$ cat config.mk
export PLATFORM = sky130hd
export DESIGN_NAME = seg_mux_display
export DESIGN_NICKNAME = d
export VERILOG_FILES = /design/src/rtl/seg_pkg.sv /design/src/rtl/note_seg_decode.sv /design/src/rtl/seg_mux_display.sv
export SDC_FILE = /design/constraint.sdc
export NUM_CORES = 1
export LEC_CHECK = 0
export BUFFER_PORTS_ARGS = -buffer_cell sky130_fd_sc_hd__buf_4
export CORE_AREA = 3 3 85 87
export DETAILED_ROUTE_END_ITERATION = 8
export DIE_AREA = 0 0 88 90
export GPL_TIMING_DRIVEN = 0
export PLACE_DENSITY = 0.83
export SLEW_MARGIN = 20
export SYNTH_ARGS = -nofsm -noshare
export SYNTH_HDL_FRONTEND = slang
export SYNTH_SLANG_ARGS = --single-unit
$ cat constraint.sdc
create_clock -name clk -period 2.35 [get_ports clk]
set_input_delay 0.47 -clock clk [delete_from_list [all_inputs] [get_ports clk]]
set_output_delay 0.47 -clock clk [all_outputs]
set_load 0.005 [all_outputs]
$ cat src/rtl/seg_pkg.sv
// Shared constants for the multiplexed note display: 4-bit note codes and
// the active-low segment patterns {P,G,F,E,D,C,B,A} they map to.
package seg_pkg;

  localparam logic [3:0] NOTE_C     = 4'd0;
  localparam logic [3:0] NOTE_D     = 4'd1;
  localparam logic [3:0] NOTE_E     = 4'd2;
  localparam logic [3:0] NOTE_F     = 4'd3;
  localparam logic [3:0] NOTE_G     = 4'd4;
  localparam logic [3:0] NOTE_A     = 4'd5;
  localparam logic [3:0] NOTE_B     = 4'd6;
  localparam logic [3:0] NOTE_C_HI  = 4'd7;
  localparam logic [3:0] NOTE_D_HI  = 4'd8;
  localparam logic [3:0] NOTE_E_HI  = 4'd9;
  localparam logic [3:0] CODE_BLANK = 4'd15;

  localparam logic [7:0] SEG_C    = 8'hC6;
  localparam logic [7:0] SEG_D    = 8'hC0;
  localparam logic [7:0] SEG_E    = 8'h86;
  localparam logic [7:0] SEG_F    = 8'h8E;
  localparam logic [7:0] SEG_G    = 8'h82;
  localparam logic [7:0] SEG_A    = 8'h88;
  localparam logic [7:0] SEG_B    = 8'h80;
  localparam logic [7:0] SEG_C_DP = 8'h46;
  localparam logic [7:0] SEG_D_DP = 8'h40;
  localparam logic [7:0] SEG_E_DP = 8'h06;
  localparam logic [7:0] SEG_OFF  = 8'hFF;

endpackage

$ cat src/rtl/note_seg_decode.sv
// Combinational note-code to segment-pattern map; codes 10..15 are blank.
module note_seg_decode
  import seg_pkg::*;
(
  input  logic [3:0] code_i,
  output logic [7:0] seg_o
);

  // Code lookup; anything outside the note range turns every segment off.
  always_comb begin
    seg_o = SEG_OFF;
    case (code_i)
      NOTE_C:    seg_o = SEG_C;
      NOTE_D:    seg_o = SEG_D;
      NOTE_E:    seg_o = SEG_E;
      NOTE_F:    seg_o = SEG_F;
      NOTE_G:    seg_o = SEG_G;
      NOTE_A:    seg_o = SEG_A;
      NOTE_B:    seg_o = SEG_B;
      NOTE_C_HI: seg_o = SEG_C_DP;
      NOTE_D_HI: seg_o = SEG_D_DP;
      NOTE_E_HI: seg_o = SEG_E_DP;
      default:   seg_o = SEG_OFF;
    endcase
  end

endmodule

$ cat src/rtl/seg_mux_display.sv
// Time-multiplexed note display: scans NUM_DIGITS anodes with a one-cycle
// ghost guard per slot, double-buffers frames and blinks selected digits.
module seg_mux_display
  import seg_pkg::*;
#(
  parameter int NUM_DIGITS  = 4,
  parameter int REFRESH_DIV = 100000,
  parameter int BLINK_DIV   = 250
) (
  input  logic                    clk,
  input  logic                    rst_n,
  input  logic [4*NUM_DIGITS-1:0] frame_codes,
  input  logic [NUM_DIGITS-1:0]   frame_blink,
  input  logic                    frame_valid,
  output logic                    frame_ready,
  output logic [7:0]              seg,
  output logic [NUM_DIGITS-1:0]   an,
  output logic                    frame_wrap
);

  localparam int DIV_W = $clog2(REFRESH_DIV);
  localparam int IDX_W = (NUM_DIGITS > 1) ? $clog2(NUM_DIGITS) : 1;
  localparam int BLK_W = (BLINK_DIV > 1) ? $clog2(BLINK_DIV) : 1;

  logic [DIV_W-1:0]        div_q, div_d;
  logic [IDX_W-1:0]        idx_q, idx_d;
  logic [BLK_W-1:0]        blk_cnt_q, blk_cnt_d;
  logic                    blink_ph_q, blink_ph_d;
  logic                    pend_q, pend_d;
  logic [4*NUM_DIGITS-1:0] pend_codes_q, pend_codes_d;
  logic [NUM_DIGITS-1:0]   pend_blink_q, pend_blink_d;
  logic [4*NUM_DIGITS-1:0] act_codes_q, act_codes_d;
  logic [NUM_DIGITS-1:0]   act_blink_q, act_blink_d;
  logic                    act_loaded_q, act_loaded_d;
  logic                    ready_q, ready_d;
  logic [7:0]              seg_q, seg_d;
  logic [NUM_DIGITS-1:0]   an_q, an_d;
  logic                    wrap_q, wrap_d;

  logic                    tick_s;
  logic                    scan_end_s;
  logic [3:0]              sel_code_s;
  logic                    sel_blink_s;
  logic [7:0]              sel_seg_s;

  note_seg_decode u_decode (
    .code_i (sel_code_s),
    .seg_o  (sel_seg_s)
  );

  // Divider, scan index, blink phase, frame buffering and output staging.
  always_comb begin
    tick_s       = (div_q == DIV_W'(REFRESH_DIV - 1));
    scan_end_s   = tick_s && (idx_q == IDX_W'(NUM_DIGITS - 1));
    sel_code_s   = act_codes_q[{idx_q, 2'b00} +: 4];
    sel_blink_s  = act_blink_q[idx_q];

    div_d        = tick_s ? '0 : div_q + DIV_W'(1);
    idx_d        = idx_q;
    blk_cnt_d    = blk_cnt_q;
    blink_ph_d   = blink_ph_q;
    pend_d       = pend_q;
    pend_codes_d = pend_codes_q;
    pend_blink_d = pend_blink_q;
    act_codes_d  = act_codes_q;
    act_blink_d  = act_blink_q;
    act_loaded_d = act_loaded_q;

    if (tick_s) begin
      idx_d = scan_end_s ? '0 : idx_q + IDX_W'(1);
    end else begin
      idx_d = idx_q;
    end

    if (scan_end_s) begin
      if (blk_cnt_q == BLK_W'(BLINK_DIV - 1)) begin
        blk_cnt_d  = '0;
        blink_ph_d = ~blink_ph_q;
      end else begin
        blk_cnt_d  = blk_cnt_q + BLK_W'(1);
      end
    end else begin
      blk_cnt_d = blk_cnt_q;
    end

    // A pending frame only lands at a scan boundary, so a scan never mixes frames.
    if (scan_end_s && pend_q) begin
      act_codes_d  = pend_codes_q;
      act_blink_d  = pend_blink_q;
      act_loaded_d = 1'b1;
      pend_d       = 1'b0;
    end else if (frame_valid && ready_q) begin
      pend_codes_d = frame_codes;
      pend_blink_d = frame_blink;
      pend_d       = 1'b1;
    end else begin
      pend_d = pend_q;
    end

    ready_d = ~pend_d;
    wrap_d  = scan_end_s;

    // Anodes stay dark until the first frame has been applied after reset.
    if (tick_s || !act_loaded_q) begin
      an_d  = '1;
      seg_d = SEG_OFF;
    end else begin
      an_d  = ~(NUM_DIGITS'(1) << idx_q);
      seg_d = (sel_blink_s && blink_ph_q) ? SEG_OFF : sel_seg_s;
    end
  end

  // State and output registers with synchronous active-low reset.
  always_ff @(posedge clk) begin
    if (!rst_n) begin
      div_q        <= '0;
      idx_q        <= '0;
      blk_cnt_q    <= '0;
      blink_ph_q   <= 1'b0;
      pend_q       <= 1'b0;
      pend_codes_q <= '0;
      pend_blink_q <= '0;
      act_codes_q  <= {NUM_DIGITS{CODE_BLANK}};
      act_blink_q  <= '0;
      act_loaded_q <= 1'b0;
      ready_q      <= 1'b0;
      seg_q        <= SEG_OFF;
      an_q         <= '1;
      wrap_q       <= 1'b0;
    end else begin
      div_q        <= div_d;
      idx_q        <= idx_d;
      blk_cnt_q    <= blk_cnt_d;
      blink_ph_q   <= blink_ph_d;
      pend_q       <= pend_d;
      pend_codes_q <= pend_codes_d;
      pend_blink_q <= pend_blink_d;
      act_codes_q  <= act_codes_d;
      act_blink_q  <= act_blink_d;
      act_loaded_q <= act_loaded_d;
      ready_q      <= ready_d;
      seg_q        <= seg_d;
      an_q         <= an_d;
      wrap_q       <= wrap_d;
    end
  end

  assign frame_ready = ready_q;
  assign seg         = seg_q;
  assign an          = an_q;
  assign frame_wrap  = wrap_q;

endmodule

Yosys cells after proc, flatten, opt, wreduce, memory -nomap -nowiden
Memory sizes are Yosys's and may differ from the RTL's. A register that Yosys moved wholly into a read port is not among the register bits.
Index checks and enable logic that the tools add are counted.

word-level totals
  latch bits = 0
  memory bits (writable) = 0
  word-level logic and storage cells = 45
  register bits = 76
  memories = 1
  output and inout port bits = 14
  bits in read-only memories = 128
  input bits = 23

operators by class
  multipliers = 0
  equal/unequal tests = 3
  bitwise logic cells = 5
  add/sub/neg operators = 3
  shifts and indexed selects = 2
  mux-type cells = 6
  reductions and logical operators = 11
  divide/modulo/power cells = 0
  order comparisons = 1

memories
  name             words  bits a word  rd ports  clocked after Yosys merged registers in  write ports  RTL line               source
  (no name shown)  16     8            1         1                                        0            note_seg_decode.sv:12  case (code_i)

operators by type and width
  kind                                                         count
  adder 17 x 1 -> 17 bit (second input constant)               1
  equality test 17 bit (second input constant)                 1
  variable part select 16 x 5 -> 4 bit                         1
  adder 8 x 1 -> 8 bit (second input constant)                 1
  equality test 8 bit (second input constant)                  1
  2-to-1 mux 8 bit                                             1
  logical AND 1 bit                                            4
  NOT 1 bit                                                    4
  NOT 4 bit                                                    1
  AND reduction 2 bit                                          2
  OR reduction 2 bit                                           2
  left shift 1 x 2 -> 4 bit (first input constant)             1
  less-than comparator 2 x 3 -> 1 bit (second input constant)  1
  2-to-1 mux 1 bit                                             3
  OR reduction 3 bit                                           1
  adder 2 x 1 -> 2 bit (second input constant)                 1
  binary-select mux 1 bit (select 2 bit)                       1
  equality test 2 bit (second input constant)                  1
  2-to-1 mux 2 bit                                             1
  zero test 1 bit                                              1
  logical OR 1 bit                                             1

Depth between registers and ports, before layout
  depth in word-level cells = 5
  gate-level depth with buffers = 7
  mapped depth without buffers = 6

Modules after synthesis
Synthesis repeated with hierarchy kept, for this count alone.

unflattened totals
  cell total of the unflattened synthesis = 413
  area total of the unflattened synthesis = 3,763.6 sq um

modules (own cells, without submodules)
  module           area an instance (sq um)  cells each  sequential area each (sq um)  times used
  seg_mux_display  3,560.9                   388         1,681.6                       1
  note_seg_decode  202.7                     25          0.0                           1

Worst setup path after synthesis
OpenSTA, ideal clock, no wires.

  path kind = reg2reg
  start point = reg idx_q[1]
  end point = reg seg_q[3] (netlist: seg[3])
  setup slack = 0.470 ns
  data required time = 2.219 ns
  arrival time = 1.749 ns
  cell stages (with the launch flop) = 7
  setup time = 0.131 ns
  buffers on the path = 1
  clock period less this slack = 1.880 ns
  cell sequence = dfxtp_1 buf_2 mux4_2 ha_1 mux2_1 o22ai_1 nand2_1

on the way
  cells in the longest elaborated chain, start to end = 4
  elaborated cells between the ends (all ways) = 5
  those cells by class = shift: 1; mux: 2; reduce/logical: 2

RTL lines
  element                                 RTL line                source
  start: declaration                      seg_mux_display.sv:26   logic [IDX_W-1:0] idx_q, idx_d;
  start signal: assignment                seg_mux_display.sv:132  idx_q <= idx_d;
  binary-select mux 1 bit (select 2 bit)  seg_mux_display.sv:56   sel_blink_s = act_blink_q[idx_q];
  2-to-1 mux 1 bit (implied by the code)  seg_mux_display.sv:56
  logical AND 1 bit                       seg_mux_display.sv:109  seg_d = (sel_blink_s && blink_ph_q) ? SEG_OFF : sel_seg_s;
  OR reduction 3 bit (no source line)     -
  end: declaration                        seg_mux_display.sv:36   logic [7:0] seg_q, seg_d;

Several ways; a longest one is shown, not always the timed one. The select of a mux whose other input is x is not followed.
A chain may end at the register's enable or synchronous reset.

Worst setup path in the final report
Ends and elaborated chain as after synthesis.

==> summary by stage <==
Clock tree
After clock tree synthesis, the clock-pin slew on the worst setup and hold paths is 80 ps. The clock latency at the later pin of the worst-skew pair is 350 ps. The tree is rooted in a sky130_fd_sc_hd__clkbuf_8. The buffers inserted during post-CTS setup optimization is 0. The number of clock buffers added by TritonCTS is 9. The number of gates resized after CTS was 0. The maximum level of the CTS H-tree is 3. The clock net in this run drives a total of 82 sinks.

The number of buffers on the longest clock path is 2. The hold buffer count at cts is 0. The clock tree from TritonCTS is done.

Critical path
At the worst endpoint, the required time is 2570 ps. The worst setup path is launched from a register. The maximum single-stage delay on the critical path is 630 ps. Data on the critical path arrives at its endpoint at 2290 ps. STA classifies the critical path endpoint as a register. Among cell families on the critical path, the largest total delay comes from multiplexers. The signal on the critical path passes through buf_2 > mux4_2 > ha_1 > mux2_1 > o22ai_1 > nand2_1. The largest fanout of any net on the critical path is 8.

Together, buffers and inverters on the worst path number 1. The class of the most critical setup path is register to register. The standard cell with the maximum stage delay on the critical path is sky130_fd_sc_hd__mux4_2.

Synthesis
The cell count after synthesis came out at 421. The synthesized flop and latch total is 82. Counting flops with a built-in enable in the synthesized netlist gives 0. After synthesis, the share of flip-flops with an asynchronous set or reset is 0%. Yosys printed 0 warnings.

The number of nets produced by synthesis is 456. The sequential share of the synthesized area is 43.8%. The number of unique standard cell types used by synthesis is 46. Averaged over all synthesized cells, the footprint is 8.91 um2.

The total standard cell area after synthesis is 3750 um2. In the synthesized netlist the dominant register cell turns out to be sky130_fd_sc_hd__dfxtp_1.

Final layout
The sequential cell area is 1640 um2. The total of fill cells in the finished design is 544. Relative to the synthesized area, the layout overhead comes to 15.3%.

The number of nets in the finished design is 503. The share of cells above drive strength 1 is 15.7%. The finished cells cover 4320 um2. The multi-input combinational cells in the finished layout cover a total of 1920 um2. The repair_antennas step left the layout with diodes totalling 0.

Floorplanning
The total area inside the core boundary comes to 6420 um2. The starting utilization of the core area is 58.4%. The total die area is 7920 um2.

The die outline width is 88 um. The floorplan has 29 rows. During I/O placement, the number of pins put on the boundary was 37. The die height is 90 um.

STA
The hold violation count in the final report is 0. Counting I/O delays and the setup requirement, the final critical path takes 2070 ps. The slew at the pin closest to its max-slew limit is 544 ps.

The headroom to the max-slew limit is 63.7%. The final count of pins violating max slew was 0. Static timing analysis puts the maximum clock frequency at 0.482 GHz.

Setup repair after global routing left no endpoint under its margin. The final worst clock skew is 7.48 ps. Setup violations remaining at the end of the flow were counted as 0. The final cycle utilization of the critical path is 88.2%.

Setup total negative slack on the finished layout was measured at 0 ps. The tightest hold path in the finished design has a slack of 368 ps.

Global routing
The first global-routing pass estimated 14.2 mm of wire. The number of global-route vias before repair came to 2971. The number of antenna violations at the first check in global routing is 0. Entering global routing, the biggest net connects 13 pins. The residual overflow from global routing is 0. Across every metal layer, demand over resource in global routing totals 22.3%.

Min path
The classification of the worst-slack hold path is input pin to register.

Job
Max-cap violations in this run came to 0.

Detailed routing
The total length of routed wires is 8.38 mm. The total vias in the final route is 3199. The initial detailed-routing violation count is 267.

After detailed routing, the number of remaining DRC violations is 0. The count of TritonRoute iterations in the first routing pass is 4. In the final routed layout, each cell accounts on average for 15.3 um. The detail route stage leaves a number of antenna-violating nets equal to 0. After detailed routing, the number of vias per cell comes to 5.84.

Power and ir drop
Dividing total power by cell area gives a power density of 612 nW/um2. The highest ir drop seen on vdd is 0.331 mV. The leakage dissipation is 1.60 nW.

Outcome
The run finished with clean final reports.

Placed design
The congestion estimate from routability-driven global placement came to 0.878. The half-perimeter wire length of the detailed placement result is 5.93 mm. The number of port buffers is 36. The placed instance area is 4120 um2.
==> area by class of cell <==
| type | count | area share (%) |
|---|---|---|
| Clock buffer | 11 | 3.27 |
| Buffer | 32 | 3.47 |
| Sequential cell | 82 | 38.0 |
| Clock inverter | 3 | 1.50 |
| Inverter | 10 | 0.868 |
| Multi-Input combinational cell | 297 | 44.4 |
| Tap cell | 77 | 2.23 |
| Timing Repair Buffer | 36 | 6.25 |
==> cell usage after synthesis, drive strengths merged, types with 2 or more instances <==
cell	n	share of area (%)
xnor2	4	0.93
inv	9	0.90
nand2b	8	1.3
xor2	8	1.9
o31ai	3	0.60
a21oi	16	2.1
nor4	3	0.50
dfxtp	82	44
mux2i	23	6.1
clkbuf	18	1.8
o22ai	4	0.67
nand4	10	1.8
nor3	5	0.67
o21a	2	0.40
ha	12	4.0
buf	14	2.2
nor2	18	1.8
a32o	2	0.53
or3	3	0.50
and4	5	1.2
nand2	63	6.3
nand3b	2	0.40
nand3	50	6.7
nand4b	2	0.47
o21ai	28	3.7
mux4	6	3.6
and3	4	0.67
nor4b	4	1.5
==> sequential cells by signal (all words and copies together) (netlist names), 2 cells and up <==
signal / cells
blk_cnt_q: 8
div_q: 17
pend_codes_q: 16
seg: 6
act_codes_q: 16
pend_blink_q: 4
act_blink_q: 4
idx_q: 2
an: 4
==> cell usage in the layout, fill, tap and decap left out, drive strengths merged, types with 2 or more instances in the layout <==
| cell type | count |
|---|---|
| o21a | 2 |
| nor2 | 18 |
| or3 | 3 |
| and3 | 4 |
| dfxtp | 82 |
| a32o | 2 |
| xnor2 | 4 |
| nand3b | 2 |
| and4 | 5 |
| o22ai | 4 |
| xor2 | 8 |
| nand4 | 10 |
| nand4b | 2 |
| bufinv | 2 |
| mux4 | 6 |
| nand2b | 8 |
| a21oi | 16 |
| ha | 12 |
| clkinv | 2 |
| nand2 | 63 |
| clkbuf | 29 |
| nor3 | 5 |
| o21ai | 28 |
| inv | 9 |
| nor4b | 4 |
| nor4 | 3 |
| mux2i | 23 |
| o31ai | 3 |
| buf | 50 |
| nand3 | 50 |
==> worst paths after layout <==
path | end | start | cells after the start | slack (ps)
hold / removal | pend_blink_q[3]$_SDFFE_PN0P_ | frame_blink[3] | 3 | 370
setup reg to reg | seg[3]$_SDFF_PP1_ | idx_q[1]$_SDFFE_PN0N_ | 6 | 280
setup / recovery | seg[3]$_SDFF_PP1_ | idx_q[1]$_SDFFE_PN0N_ | 6 | 280
hold reg to reg | pend_blink_q[2]$_SDFFE_PN0P_ | pend_blink_q[2]$_SDFFE_PN0P_ | 2 | 460
==> power breakdown <==
part	internal, mW	switching (mW)	total, mW	leakage, nW
Combinational	0.0611	0.0700	0.131	0.829
Clock	0.615	0.471	1.09	0.105
Sequential	1.41	0.0167	1.43	0.665
==> cells by family after synthesis <==
| group | count (synthesis) | share of synthesized area, % |
|---|---|---|
| AOI/OAI and AO/OA | 61 | 9.54 |
| xor gates and xnor gates | 12 | 2.80 |
| adders and majority gates | 12 | 4.00 |
| buffers and inverters | 42 | 5.00 |
| DFF | 82 | 43.8 |
| muxes | 30 | 10.0 |
| and+or+nand+nor | 182 | 24.8 |
==> stage by stage <==
stage | total power, mW | std cells | setup slack (ps) | util [%]
3_3_place_gp | 1.59 | 534 | 340 | 64.1
2_1_floorplan | 1.54 | 421 | 470 | -
4_1_cts | 2.66 | 548 | 270 | 67.3
6_report | 2.65 | 548 | 277 | 67.3
3_5_place_dp | 1.59 | 534 | 291 | 64.1
5_1_grt | 2.73 | 548 | 162 | 67.3
==> worst register-to-register path: stages, from the launching register on <==
cell                      delay, ps
sky130_fd_sc_hd__dfxtp_1        360
sky130_fd_sc_hd__buf_2          240
sky130_fd_sc_hd__mux4_2         630
sky130_fd_sc_hd__ha_1           260
sky130_fd_sc_hd__mux2_1         280
sky130_fd_sc_hd__o22ai_1        120
sky130_fd_sc_hd__nand2_1         70
==> per-layer routing <==
layer	GRT usage (%)	up-vias	part of all wire, %
met4	6.14	0	1.1
met2	33.6	99	48
li1	-	1577	-
met1	31.1	1512	44
met3	6.22	11	7.1
met5	0	-	0
Note: power is estimated with default switching activity, not from simulation.
